**config.mk**
```make
export PLATFORM = sky130hd
export DESIGN_NAME = freq_bcd_converter_flat
export DESIGN_NICKNAME = d
export VERILOG_FILES = /design/src/rtl/freq_bcd_converter_if.sv /design/src/rtl/freq_bcd_converter.sv /design/src/flat_wrapper.sv
export SDC_FILE = /design/constraint.sdc
export NUM_CORES = 1
export LEC_CHECK = 0
export ABC_AREA = 1
export CORE_ASPECT_RATIO = 2
export CORE_MARGIN = 4
export CORE_UTILIZATION = 59
export DETAILED_ROUTE_END_ITERATION = 10
export PLACE_DENSITY_LB_ADDON = 0.08
export SYNTH_ARGS = -nofsm -noshare
export SYNTH_HDL_FRONTEND = slang
export SYNTH_SLANG_ARGS = --single-unit
export TNS_END_PERCENT = 30
```
**constraint.sdc**
```tcl
create_clock -name clock -period 9.4 [get_ports clock]
set_input_delay 1.88 -clock clock [delete_from_list [all_inputs] [get_ports clock]]
set_output_delay 1.88 -clock clock [all_outputs]
set_load 0.01 [all_outputs]
```
**src/rtl/freq_bcd_converter_if.sv**
```systemverilog
// Request/result bundle between the gate logic (master) and the binary-to-BCD converter (slave).
// The converter drives busy/done/bcd/overflow; the gate logic drives start and bin.
interface freq_bcd_converter_if #(
  parameter int WIDTH  = 32,
  parameter int DIGITS = 8
);
  logic                start;
  logic [WIDTH-1:0]    bin;
  logic                busy;
  logic                done;
  logic [4*DIGITS-1:0] bcd;
  logic                overflow;

  modport master (
    output start, bin,
    input  busy, done, bcd, overflow
  );

  modport slave (
    input  start, bin,
    output busy, done, bcd, overflow
  );
endinterface

```
**src/rtl/freq_bcd_converter.sv**
```systemverilog
// Multi-cycle double-dabble converter: latched WIDTH-bit count -> DIGITS packed BCD digits,
// saturating to all nines when the count does not fit. Result registers hold between conversions.
module freq_bcd_converter #(
  parameter int WIDTH  = 32,
  parameter int DIGITS = 8
) (
  input logic                 clock,
  input logic                 reset,
  freq_bcd_converter_if.slave bus
);
  localparam int BCD_W = 4 * DIGITS;
  localparam int CNT_W = $clog2(WIDTH + 1);

  function automatic logic [63:0] pow10(input int n);
    logic [63:0] p;
    p = 64'd1;
    for (int i = 0; i < n; i++) p = p * 64'd10;
    return p;
  endfunction

  localparam logic [WIDTH-1:0] MAX_VAL = WIDTH'(pow10(DIGITS) - 64'd1);

  typedef enum logic [1:0] {IDLE, SHIFT, FINISH} state_t;

  state_t             state;
  logic [BCD_W-1:0]   scratch;
  logic [BCD_W-1:0]   adj;
  logic [WIDTH-1:0]   shreg;
  logic [CNT_W-1:0]   cnt;
  logic               ovf_pending;

  // Add-3 correction for every digit, all taken from the pre-adjust scratch value.
  always_comb begin
    // NOTE: every always_comb output gets a full default before any conditional update, so no latch is inferred.
    adj = scratch;
    for (int d = 0; d < DIGITS; d++) begin
      if (scratch[4*d +: 4] >= 4'd5) adj[4*d +: 4] = scratch[4*d +: 4] + 4'd3;
    end
  end

  always_ff @(posedge clock or posedge reset) begin
    if (reset) begin
      state       <= IDLE;
      scratch     <= '0;
      shreg       <= '0;
      cnt         <= '0;
      ovf_pending <= 1'b0;
      bus.busy    <= 1'b0;
      bus.done    <= 1'b0;
      bus.bcd     <= '0;
      bus.overflow <= 1'b0;
    end else begin
      // NOTE: state registers use non-blocking assignments so every branch sees pre-edge values.
      bus.done <= 1'b0;
      unique case (state)
        IDLE: begin
          if (bus.start) begin
            shreg       <= bus.bin;
            scratch     <= '0;
            cnt         <= '0;
            ovf_pending <= (bus.bin > MAX_VAL);
            bus.busy    <= 1'b1;
            state       <= SHIFT;
          end
        end
        SHIFT: begin
          scratch <= {adj[BCD_W-2:0], shreg[WIDTH-1]};
          shreg   <= {shreg[WIDTH-2:0], 1'b0};
          // A set bit leaving the top digit only happens for values already flagged as overflow.
          ovf_pending <= ovf_pending | adj[BCD_W-1];
          cnt     <= cnt + 1'b1;
          if (cnt == CNT_W'(WIDTH - 1)) state <= FINISH;
        end
        FINISH: begin
          if (ovf_pending) begin
            bus.bcd      <= {DIGITS{4'h9}};
            bus.overflow <= 1'b1;
          end else begin
            bus.bcd      <= scratch;
            bus.overflow <= 1'b0;
          end
          bus.done <= 1'b1;
          bus.busy <= 1'b0;
          state    <= IDLE;
        end
        default: state <= IDLE;
      endcase
    end
  end
endmodule

```
**src/flat_wrapper.sv**
```systemverilog
// flat-port wrapper written by rule: the top's interface ports become plain ports
module freq_bcd_converter_flat 
#(
  parameter int WIDTH  = 32,
  parameter int DIGITS = 8
)
  (clock, reset, bus_start, bus_bin, bus_busy, bus_done, bus_bcd, bus_overflow);
  freq_bcd_converter_if #(.WIDTH(WIDTH), .DIGITS(DIGITS)) bus_i ();
  input logic clock;
  input logic reset;
  input wire logic [$bits(bus_i.start)-1:0] bus_start;
  input wire logic [$bits(bus_i.bin)-1:0] bus_bin;
  output wire logic [$bits(bus_i.busy)-1:0] bus_busy;
  output wire logic [$bits(bus_i.done)-1:0] bus_done;
  output wire logic [$bits(bus_i.bcd)-1:0] bus_bcd;
  output wire logic [$bits(bus_i.overflow)-1:0] bus_overflow;
  assign bus_i.start = bus_start;
  assign bus_i.bin = bus_bin;
  assign bus_busy = bus_i.busy;
  assign bus_done = bus_i.done;
  assign bus_bcd = bus_i.bcd;
  assign bus_overflow = bus_i.overflow;
  freq_bcd_converter #(.WIDTH(WIDTH), .DIGITS(DIGITS)) u_core (.clock(clock), .reset(reset), .bus(bus_i));
endmodule
```
==> flow_metrics.env <==
export IMPL_outcome="complete, no violations"
export IMPL_setup_viol_count_final=0
export IMPL_drive_gt1_share_pct=6.161
export IMPL_synth_warnings=0
export IMPL_netlist_cell_type_count=29
export IMPL_fin_cells=731
export IMPL_cts_hold_buf=0
export IMPL_fin_crit_sh_pct=40.77
export IMPL_slew_viol_final=0
export IMPL_synth_seq_cells=108
export IMPL_synth_nets=619
export IMPL_insertion_delay_ps=340
export IMPL_clk_pin_slew_ps=70
export IMPL_reg2reg_to="u_core.shreg[17]"
export IMPL_die_y_um=138.9
export IMPL_area_growth_pct=20.16
export IMPL_rows=47
export IMPL_final_cell_mix="dfrtp_1, nand2_1, o21ai_0, inv_1, clkdlybuf4s50_1"
export IMPL_drc=0
export IMPL_hp_start="u_core.bus.bcd[17]"
export IMPL_skew_ps=3.962
export IMPL_worstHoldPathCells=2
export IMPL_mappedNetlistArea_um2=5052
export IMPL_rsz0062_at_grt="false"
export IMPL_antenna_found_initial=0
export IMPL_syn_area_per_cell_um2=8.911
export IMPL_grt_ovfl_total=0
export IMPL_drt_total_wl_um=11290
export IMPL_postCtsSetupBuffers=0
export IMPL_grt_pass1_vias=4291
export IMPL_fill_cells=617
export IMPL_hpwl_um=7795
export IMPL_final_common_cell="dfrtp_1"
export IMPL_endpoint="u_core.shreg[17]"
export IMPL_drv_cap=0
export IMPL_drtAntennaViolNets=0
export IMPL_portBuffers=69
export IMPL_drtIter0Drc=364
export IMPL_antennaDiodeCount=0
export IMPL_grt_use_total_pct=23.75
export IMPL_core_area_um2=8292
export IMPL_worstSetupStartpointType="input port"
export IMPL_cts_sinks=108
export IMPL_worstSetupEndpointType="flop"
export IMPL_vias=4153
export IMPL_syn_instance_count=567
export IMPL_relSlewSlack_pct=36.69
export IMPL_first_pass_iters=7
export IMPL_io_pins=70
export IMPL_startpoint="bus_start"
export IMPL_gp_congestion=0.8534
export IMPL_cts_tree="built"
export IMPL_grt_pass1_wl_um=18980
export IMPL_cts_made_buffers=9
export IMPL_required_ps=9620
export IMPL_r2r_start="u_core.state[1]"
export IMPL_viasPerCell=5.681
export IMPL_fmax_mhz=260.9
export IMPL_avgRoutedWirePerCell_um=15.45
export IMPL_crit_fanout=53
export IMPL_fin_nets=680
export IMPL_yosysSeqAreaShare_pct=53.49
export IMPL_leakage_nw=2.803
export IMPL_arrival_ps=4060
export IMPL_crit_type="in2reg"
export IMPL_r2r_cells=6
export IMPL_tightest_slew_ps=946.3
export IMPL_vdd_ir_drop_max_v=0.0001698
export IMPL_cts_repair_resized=0
export IMPL_grt_max_degree=56
export IMPL_hp_class="reg2reg"
export IMPL_cts_max_level=3
export IMPL_clock_root_buffer="clkbuf_16"
export IMPL_hold_violations=0
export IMPL_die_w_um=73.44
export IMPL_min_period_ps=3833
export IMPL_start_util_pct=60.93
export IMPL_clock_tree_buffer_depth=2
export IMPL_r2r_slack_ps=6810
export IMPL_fin_setup_tns_ps=0
export IMPL_die_area_um2=10200
export IMPL_p_per_area_nw_per_um2=303.0
export IMPL_dp_cells=715
-- worst max-delay path: stages --
cell	delay (ps)
clkdlybuf4s50_1	480
nand3_2	250
nand2_2	790
inv_2	320
a22oi_1	220
o21ai_0	100
-- report_power, final --
part | switching, mW | internal, mW
Combinational | 0.445 | 0.268
Clock | 0.162 | 0.219
Sequential | 0.110 | 0.635
Total | 0.717 | 1.12
-- Yosys cell counts --
| cell type | count | area (µm²) |
|---|---|---|
| buf_2 | 10 | 50.05 |
| nand3_1 | 16 | 80.08 |
| buf_4 | 3 | 22.52 |
| nor2_4 | 1 | 11.26 |
| inv_1 | 74 | 277.8 |
| nand2_2 | 2 | 12.51 |
| buf_6 | 1 | 11.26 |
| inv_4 | 1 | 6.260 |
| o221ai_1 | 17 | 148.9 |
| a21oi_1 | 46 | 230.2 |
| nand4_1 | 1 | 6.260 |
| nor2_8 | 1 | 20.02 |
| a22oi_1 | 2 | 15.01 |
| dfrtp_1 | 108 | 2703 |
| o22ai_1 | 8 | 50.05 |
| nor3_1 | 1 | 5.000 |
| clkbuf_1 | 5 | 18.77 |
| nand2_1 | 101 | 379.1 |
| ha_1 | 17 | 212.7 |
| o211ai_1 | 11 | 82.58 |
| o21ai_2 | 10 | 87.58 |
| o21ai_0 | 76 | 380.4 |
| nor2_1 | 43 | 161.4 |
| inv_2 | 4 | 15.01 |
| clkbuf_2 | 1 | 5.000 |
| xor2_1 | 4 | 35.03 |
| a22o_1 | 1 | 8.760 |
| or2_2 | 1 | 6.260 |
| nand3_2 | 1 | 10.01 |
-- worst min-delay path by stage --
stage,slack [ps],to
floorplan,450,u_core.shreg[23]
global placement,470,u_core.shreg[23]
detailed placement,470,u_core.bus.bcd[10]
CTS,490,u_core.bus.bcd[10]
global route,510,u_core.shreg[26]
finish,480,u_core.bus.bcd[17]
-- state kept, by name (all words and copies together) (netlist names) --
name	count
u_core.ovf_pending	1
u_core.shreg	32
u_core.bus.overflow	1
u_core.bus.done	1
u_core.bus.busy	1
u_core.cnt	6
u_core.scratch	32
u_core.state	2
u_core.bus.bcd	32
-- per-stage QoR --
step / setup slack [ps] / utilization, % / area [µm²] / total power [mW] / hold WS (ps)
after global placement: 5227 / 69.56 / 5768 / 1.408 / 465.7
final: 5567 / 73.22 / 6071 / 1.839 / 484.5
after CTS: 5573 / 73.22 / 6071 / 1.846 / 489.8
after detailed placement: 5206 / 69.56 / 5768 / 1.457 / 473.5
after global routing: 5378 / 73.22 / 6071 / 1.993 / 506.3
after floorplan: 4674 / - / 5052 / 1.256 / 452.4
-- per-layer routing --
metal	up-vias	track usage [%]	part of all wire, %
met5	-	0	0
met4	0	13.09	4.4
met3	30	3.919	4.1
met2	137	42.18	54
met1	1976	25.67	37
li1	2010	-	-
-- cells by family (layout without fill, tap and decap cells) --
| logic type | count (synthesis) | count (layout) | synth area share [%] |
|---|---|---|---|
| AND/OR/NAND/NOR | 168 | 168 | 13.69 |
| XOR/XNOR | 4 | 4 | 0.6933 |
| flip-flops | 108 | 108 | 53.49 |
| adder cells (fa/ha/maj) | 17 | 17 | 4.210 |
| buffers and inverters | 99 | 165 | 8.049 |
| AO/OA/AOI/OAI | 171 | 171 | 19.86 |
-- layout make-up --
class,instances,area [µm²],area share (%)
well taps,98,122.6,2.020
clock buffers,11,252.7,4.163
flip-flops and latches,108,2703,44.52
multi-input cells,360,1943,32.01
inverters,79,301.5,4.967
clock inverters,5,50.05,0.8244
repair buffers,70,698.2,11.50
No activity file was read; power rests on OpenSTA's default activity.
